==> config.mk <==
export PLATFORM = sky130hd
export DESIGN_NAME = fifo_uart_tx
export DESIGN_NICKNAME = d
export VERILOG_FILES = /design/src/rtl/fifo_uart_pkg.sv /design/src/rtl/baud_tick.sv /design/src/rtl/fifo_uart_tx.sv
export SDC_FILE = /design/constraint.sdc
export NUM_CORES = 1
export LEC_CHECK = 0
export BUFFER_PORTS_ARGS = -buffer_cell sky130_fd_sc_hd__buf_2
export CORE_ASPECT_RATIO = 0.9
export CORE_MARGIN = 3
export CORE_UTILIZATION = 40
export CTS_CLUSTER_DIAMETER = 60
export DETAILED_ROUTE_END_ITERATION = 8
export HOLD_SLACK_MARGIN = 0.02
export SLEW_MARGIN = 20
export SYNTH_ARGS = -nofsm -noshare
export SYNTH_HDL_FRONTEND = slang
export SYNTH_HIERARCHICAL = 1
export SYNTH_SLANG_ARGS = --single-unit
==> constraint.sdc <==
create_clock -name clk -period 2.94 [get_ports clk]
set_input_delay 0.588 -clock clk [delete_from_list [all_inputs] [get_ports clk]]
set_output_delay 0.588 -clock clk [all_outputs]
set_load 0.01 [all_outputs]
==> src/rtl/fifo_uart_pkg.sv <==
`default_nettype none
// ============================================================================
// Module  : fifo_uart_pkg
// Brief   : Shared types and default sizing for the FIFO-fed UART transmitter.
// Revision: 1.0 - initial release
// ============================================================================
package fifo_uart_pkg;

    // Default frame geometry.
    localparam int DEFAULT_DATA_W       = 8;
    localparam int DEFAULT_CLKS_PER_BIT = 16;

    // Transmitter sequencing states.
    typedef enum logic [2:0] {
        ST_IDLE  = 3'd0,
        ST_FETCH = 3'd1,
        ST_START = 3'd2,
        ST_DATA  = 3'd3,
        ST_STOP  = 3'd4
    } state_t;

endpackage : fifo_uart_pkg
`default_nettype wire

==> src/rtl/baud_tick.sv <==
`default_nettype none
// ============================================================================
// Module  : baud_tick
// Brief   : Bit-period counter. It issues a one-cycle tick on the last clk of
//           every bit period and a pre-tick one cycle earlier.
// Revision: 1.0 - initial release
// ============================================================================
module baud_tick
    import fifo_uart_pkg::*;
#(
    parameter int CLKS_PER_BIT = DEFAULT_CLKS_PER_BIT
) (
    input  logic clk,
    input  logic rst_n,
    input  logic clr,
    output logic tick,
    output logic pre_tick
);

    localparam int                 c_CNT_W = (CLKS_PER_BIT > 1) ? $clog2(CLKS_PER_BIT) : 1;
    localparam logic [c_CNT_W-1:0] c_LAST  = c_CNT_W'(CLKS_PER_BIT - 1);
    localparam logic [c_CNT_W-1:0] c_PRE   = c_CNT_W'(CLKS_PER_BIT - 2);

    logic [c_CNT_W-1:0] r_cnt;

    // Count clks within a bit period. The count is held at zero while the
    // transmitter is idle or fetching, so each frame starts on a fresh period.
    always_ff @(posedge clk or negedge rst_n) begin
        if (!rst_n) begin
            r_cnt <= '0;
        end else if (clr || (r_cnt == c_LAST)) begin
            r_cnt <= '0;
        end else begin
            r_cnt <= r_cnt + 1'b1;
        end
    end

    assign tick     = !clr && (r_cnt == c_LAST);
    assign pre_tick = !clr && (r_cnt == c_PRE);

endmodule : baud_tick
`default_nettype wire

==> src/rtl/fifo_uart_tx.sv <==
`default_nettype none
// ============================================================================
// Module  : fifo_uart_tx
// Brief   : UART transmitter that drains a FIFO. Each word is sent as a
//           frame of 1 start bit, DATA_W data bits (LSB first) and 1 stop bit.
// Revision: 1.0 - initial release
// ============================================================================
module fifo_uart_tx
    import fifo_uart_pkg::*;
#(
    parameter int DATA_W       = DEFAULT_DATA_W,
    parameter int CLKS_PER_BIT = DEFAULT_CLKS_PER_BIT
) (
    input  logic              clk,
    input  logic              rst_n,
    input  logic              fifo_empty,
    input  logic [DATA_W-1:0] fifo_dout,
    output logic              fifo_r_en,
    output logic              tx,
    output logic              busy,
    output logic              frame_done
);

    localparam int                 c_IDX_W    = (DATA_W > 1) ? $clog2(DATA_W) : 1;
    localparam logic [c_IDX_W-1:0] c_IDX_LAST = c_IDX_W'(DATA_W - 1);

    state_t              r_state;
    logic [DATA_W-1:0]   r_shift;
    logic [c_IDX_W-1:0]  r_idx;
    logic                r_tx;
    logic                r_frame_done;

    logic                w_baud_clr;
    logic                w_tick;
    logic                w_pre_tick;
    logic [DATA_W-1:0]   w_shift_nxt;

    // Bit timing stays parked while no frame is on the line.
    assign w_baud_clr  = (r_state == ST_IDLE) || (r_state == ST_FETCH);
    assign w_shift_nxt = r_shift >> 1;

    baud_tick #(
        .CLKS_PER_BIT (CLKS_PER_BIT)
    ) u_baud_tick (
        .clk      (clk),
        .rst_n    (rst_n),
        .clr      (w_baud_clr),
        .tick     (w_tick),
        .pre_tick (w_pre_tick)
    );

    // Frame sequencer: fetch a word, then shift start, data and stop bits out
    // through a registered line driver. Reset drops the frame and parks tx high.
    always_ff @(posedge clk or negedge rst_n) begin
        if (!rst_n) begin
            r_state      <= ST_IDLE;
            r_shift      <= '0;
            r_idx        <= '0;
            r_tx         <= 1'b1;
            r_frame_done <= 1'b0;
        end else begin
            r_frame_done <= 1'b0;
            case (r_state)
                ST_IDLE: begin
                    r_tx <= 1'b1;
                    if (!fifo_empty) begin
                        r_state <= ST_FETCH;
                    end
                end
                ST_FETCH: begin
                    // Read data is valid now, one cycle after the strobe.
                    r_shift <= fifo_dout;
                    r_idx   <= '0;
                    r_tx    <= 1'b0;
                    r_state <= ST_START;
                end
                ST_START: begin
                    if (w_tick) begin
                        r_tx    <= r_shift[0];
                        r_state <= ST_DATA;
                    end
                end
                ST_DATA: begin
                    if (w_tick) begin
                        if (r_idx == c_IDX_LAST) begin
                            r_tx    <= 1'b1;
                            r_state <= ST_STOP;
                        end else begin
                            r_idx   <= r_idx + 1'b1;
                            r_shift <= w_shift_nxt;
                            r_tx    <= w_shift_nxt[0];
                        end
                    end
                end
                ST_STOP: begin
                    // Raised one cycle early so the pulse lands on the last stop clk.
                    if (w_pre_tick) begin
                        r_frame_done <= 1'b1;
                    end
                    if (w_tick) begin
                        r_state <= ST_IDLE;
                    end
                end
                default: begin
                    r_state <= ST_IDLE;
                end
            endcase
        end
    end

    // The read strobe must be seen by the FIFO in the same cycle the idle
    // sequencer decides to fetch, so it is decoded rather than registered.
    assign fifo_r_en  = rst_n && (r_state == ST_IDLE) && !fifo_empty;
    assign tx         = r_tx;
    assign busy       = (r_state != ST_IDLE);
    assign frame_done = r_frame_done;

endmodule : fifo_uart_tx
`default_nettype wire

======== Word level (Yosys, flattened, before mapping) ========
Index checks and enable logic that the tools add are counted.
operators by class
  shift operators ......................... 0
  div/mod/pow operators ................... 0
  order comparisons ....................... 0
  equality and inequality tests ........... 13
  muxes and demuxes ....................... 19
  bitwise gates (word level) .............. 0
  reductions and logical operators ........ 15
  $add $sub $neg .......................... 2
  multiply operators ...................... 0
operators by type and width
  operator             number
  $mux 3               7
  $mux 8               2
  $pmux 8 s2           1
  $pmux 3 s5           1
  $eq 4x4->1 const B   2
  $eq 3x2->1 const B   2
  $eq 3x3->1 const B   2
  $ne 2x1->1 const B   3
  $ne 2x2->1 const B   3
  $pmux 3 s2           1
  $reduce_and 3->1     2
  $mux 1               5
  $reduce_and 5->1     1
  $add 4x1->4 const B  1
  $logic_and 1x1->1    4
  $mux 4               1
  $pmux 1 s4           1
  $reduce_bool 4->1    1
  $add 3x1->3 const B  1
  $eq 3x1->1 const B   1
  $logic_not 3->1      1
  $reduce_bool 3->1    1
  $logic_not 1->1      2
  $logic_or 1x1->1     2
  $reduce_bool 2->1    1
word-level totals
  ROM bits ................................ 0
  input bits .............................. 11
  bits in latches ......................... 0
  bits in registers ....................... 20
  bits in writable memories ............... 0
  memories ................................ 0
  output and inout bits ................... 4
  logic and storage cells ................. 55

======== Depth between registers and ports, before layout ========
  depth in word-level cells ............... 6
  mapped depth ............................ 8
  mapped depth without buffers ............ 5

======== Modules after synthesis ========
The synthesis kept the hierarchy.
modules (own cells, without submodules)
  module        cells an instance  sequential area each (µm²)  area an instance (µm²)  times used
  fifo_uart_tx  70                 401.6                       880.8                   1
  baud_tick     20                 100.1                       206.4                   1

======== Worst setup path before layout ========
Ideal clock, no wire load.
  path type ............................... register to register
  start point ............................. register r_state[1]
  end point ............................... register r_idx[0]
  slack ................................... 0.888 ns
  clock period less this slack ............ 2.052 ns
  data arrival time ....................... 1.927 ns
  required time ........................... 2.815 ns
  setup time .............................. 0.125 ns
  path buffers ............................ 3
  stages on the path, launching flop included .. 9
  path through ............................ dfrtp_1 buf_4 buf_2 nor2_1 nor3b_1 nand2b_1 a21boi_4 buf_12 mux2_4
on the way
  longest elaborated chain between the ends .. 6
  elaborated cells between the ends (all ways) .. 11
  classes of those cells .................. eq/ne (4); mux (1); reduce/logical (6)
ends and longest elaborated chain
  item                                           RTL line            source
  start, declared                                fifo_uart_tx.sv:27  state_t r_state;
  start signal, assigned                         fifo_uart_tx.sv:56  r_state <= ST_IDLE;
  start signal, assigned                         fifo_uart_tx.sv:67  r_state <= ST_FETCH;
  start signal, assigned                         fifo_uart_tx.sv:75  r_state <= ST_START;
  $eq 3x1->1 or $logic_not 3->1 (tied branches)  fifo_uart_tx.sv:39  assign w_baud_clr = (r_state == ST_IDLE) || (r_state == ST_FETCH);
  $logic_or 1x1->1 (*)                           fifo_uart_tx.sv:39
  net w_baud_clr                                 fifo_uart_tx.sv:33  logic w_baud_clr;
  $logic_not 1->1 (*)                            baud_tick.sv:38     assign tick = !clr && (r_cnt == c_LAST);
  $logic_and 1x1->1 (*)                          baud_tick.sv:38
  net w_tick                                     fifo_uart_tx.sv:34  logic w_tick;
  $ne 2x1->1 (no source line) (*)                n/a
  $reduce_and 3->1 (no source line) (*)          n/a
  end signal, assigned                           fifo_uart_tx.sv:89  r_idx <= r_idx + 1'b1;
  end, declared                                  fifo_uart_tx.sv:29  logic [c_IDX_W-1:0] r_idx;
Mark *: on every way through the listed nets, which the timed path passes. The rest lies on a longest branch.
A chain may end at the register's enable or synchronous reset.

======== Worst setup path in the final report ========
  start point ............................. register r_state[1]
  end point ............................... output fifo_r_en
on the way
  longest elaborated chain between the ends .. 3
ends and longest elaborated chain
  item                            RTL line             source
  $logic_not 3->1                 fifo_uart_tx.sv:113  assign fifo_r_en = rst_n && (r_state == ST_IDLE) && !fifo_empty;
  $logic_and 1x1->1 (2 in a row)  fifo_uart_tx.sv:113
  end, declared                   fifo_uart_tx.sv:18   output logic fifo_r_en,
Every way passes these cells.

==> results.ini <==
[route]
dr.pass1.iters = 2
detail-route-antenna-nets = 0
drc = 0
routedWlPerCell_um = 14.28
drtIter0Drc = 16
via_count = 691
viasPerCell = 5.157
routed_wl_mm = 1.913

[clock_tree]
cts_tree = yes
holdBufCountCts = 0
ctsResizeCount = 0
root_buffer = clkbuf_4
clkTransAtPathRegs_ns = 0.12
ctsLongestPathBuffers = 2
clock-sinks = 20
cts_setup_buffers = 0
clock_latency_ns = 0.30
cts_buffers = 3
htree_levels = 1

[yosys]
synth.distinct_cells = 32
async_flop_share = 1.000
synth_edf_count = 0
syn-instance-count = 90
synthesis.area_um2 = 1087
avgSynthCellArea_um2 = 12.08
yosysSeqAreaShare = 0.4614
yosysWarnings = 6
ys_dominant_reg_cell = dfrtp_1
syn_nets = 105
synth_seq_cells = 20

[finish]
utilization = 0.4806
drive_above_1_share = 0.3962
area_growth_pct = 10.93
stdcell_count = 134
nets = 122
diodes = 0
post-route-cell-area_um2 = 1206

[timing]
tns_ns = 0
final-setup-viol-count = 0
rsz0062_at_grt = no
fmaxAchievable_ghz = 0.4096
whs_ns = 0.2402
slew_violations = 0
setup_ws_ns = 0.4984
tightest_slew_ns = 0.4900
relSlewSlack = 0.6725
fin_skew_ns = 0.004627
period_needed_ns = 2.442
hold_viol = 0
fin_crit_sh = 0.8305

[die]
ioPinCount = 15
placementRows = 17
coreArea_um2 = 2510
start_util = 0.4332
die-area_um2 = 3381
die_w_um = 60.96
die_y_um = 55.46

[setup_path]
cpPeakStageDelay_ns = 0.40
worstPathRequired_ns = 2.35
cp_max_fo = 19
critical-path-top-delay-family = simple AND/OR/NAND/NOR gates
worstSetupPathType = reg2out
path_buf_inv = 2
cp-end-kind = output pin
path_cells = buf_4 -> or3_1 -> nor3b_1 -> buf_2
critPathSlowestCell = dfrtp_1
cp-start-kind = flop
arrival_ns = 1.85

[pwr]
internal-power_mw = 0.3710
p_per_area_nw_per_um2 = 389.6
p_clk_frac = 0.343
p_leak_nw = 0.5825
p_switching_mw = 0.09900
p_total_mw = 0.4700
p_seq_frac = 0.602
power_frac_comb = 0.055
sw_frac_of_total = 0.2107
ir_drop_uv = 237.7

[global_routing]
gr-total-overflow = 0
grt_pass1_vias = 687
track_usage = 0.1227
antenna_found_initial = 0
grt_max_degree = 21
grt_pass1_wl_mm = 3.180

[placed_design]
dpl_worst_slack_ns = 0.7791
gp_congestion = 0.7204
dpl_cell_area_um2 = 1170
place_inst = 130
hpwlAfterDp_mm = 1.349
portBuffers = 14

[hold_path]
hold_class = in2async

[outcome]
status = finished, final reports clean

[flow_run]
cap_violations = 0

-- power by group through the flow --
stage	Combinational [mW]	Sequential [mW]	Clock, mW
after floorplan	0.0110	0.288	0
after global placement	0.0262	0.288	0
after detailed placement	0.0264	0.288	0
after CTS	0.0267	0.283	0.166
after global routing	0.0290	0.284	0.180
final	0.0258	0.283	0.161
-- final cells by class --
class                   count  area [um2]
fillers                   232        1304
multi-input cells          61       529.3
flip-flops and latches     20       501.7
repair buffers             16       85.08
clock buffers               4       36.28
well taps                  28       35.03
inverters                   5       18.77
-- synthesized netlist by cell type, types with 2 or more instances --
library cell,instances,area [um2]
and3_1,3,18.77
ha_1,4,50.05
nand2_1,3,11.26
nor3b_1,3,22.52
inv_1,5,18.77
a21oi_1,3,15.01
o22ai_1,2,12.51
mux2_4,9,135.1
nor2_1,8,30.03
nand3_1,2,10.01
dfrtp_1,19,475.5
mux2_2,9,101.4
-- sequential cells by signal (all words and copies together) (netlist names) --
signal             cells
frame_done             1
r_idx                  3
r_shift                8
r_state                3
tx                     1
u_baud_tick/r_cnt      4
-- kinds of logic (layout without fill, tap and decap cells) --
logic type,count (synthesis),after routing,share of synthesized area
and+or+nand+nor,27,27,0.1404
DFF,20,20,0.4615
muxes,18,18,0.2175
AOI/OAI and AO/OA,11,11,0.07479
buffers and inverters,9,25,0.05178
adders and majority gates,4,4,0.04603
xor gates and xnor gates,1,1,0.008057
-- path summary, 6_finish.rpt --
| kind | cells after the start | end | startpoint | slack [ns] |
|---|---|---|---|---|
| max | 4 | fifo_r_en | r_state[1] | 0.50 |
| min | 2 | r_state[0] | rst_n | 0.24 |
| max reg2reg | 5 | r_idx[1] | r_state[2] | 0.74 |
| min reg2reg | 1 | u_baud_tick/r_cnt[0] | u_baud_tick/r_cnt[0] | 0.51 |
| max in group asynchronous | 2 | tx | rst_n | 2.43 |
| min in group clk | 2 | r_state[0] | fifo_empty | 0.50 |
-- layer usage --
| layer | GRT usage | vias up | share of wire |
|---|---|---|---|
| met5 | 0 | - | 0 |
| met4 | 0.01858 | 0 | 0.0084 |
| met3 | 0.04439 | 2 | 0.035 |
| met2 | 0.1756 | 10 | 0.42 |
| met1 | 0.1804 | 331 | 0.54 |
| li1 | - | 348 | - |
-- cells in the final DEF, fill, tap and decap left out, drive strengths merged --
cell type / synthesis / final
nor2: 8 / 8
a221oi: 1 / 1
nand3: 2 / 2
o21ai: 2 / 2
a21o: 1 / 1
o22ai: 2 / 2
nand4b: 1 / 1
nand2b: 1 / 1
nor2b: 2 / 2
dfrtp: 19 / 19
buf: 3 / 16
dfstp: 1 / 1
nand3b: 1 / 1
xnor2: 1 / 1
a31o: 1 / 1
mux2: 18 / 18
a21boi: 1 / 1
or3: 1 / 1
ha: 4 / 4
nor3: 1 / 1
and3: 3 / 3
clkbuf: 1 / 4
inv: 5 / 5
nor3b: 3 / 3
a21oi: 3 / 3
nand2: 4 / 4
-- worst reg2reg max path, cell delays in order (launching register included) --
cell and delay, ns:
dfrtp_1 0.52, nor2_1 0.16, nor3b_1 0.40, nand2b_1 0.16, a21boi_4 0.46, mux2_2 0.39
(Power assumes the default switching activity.)
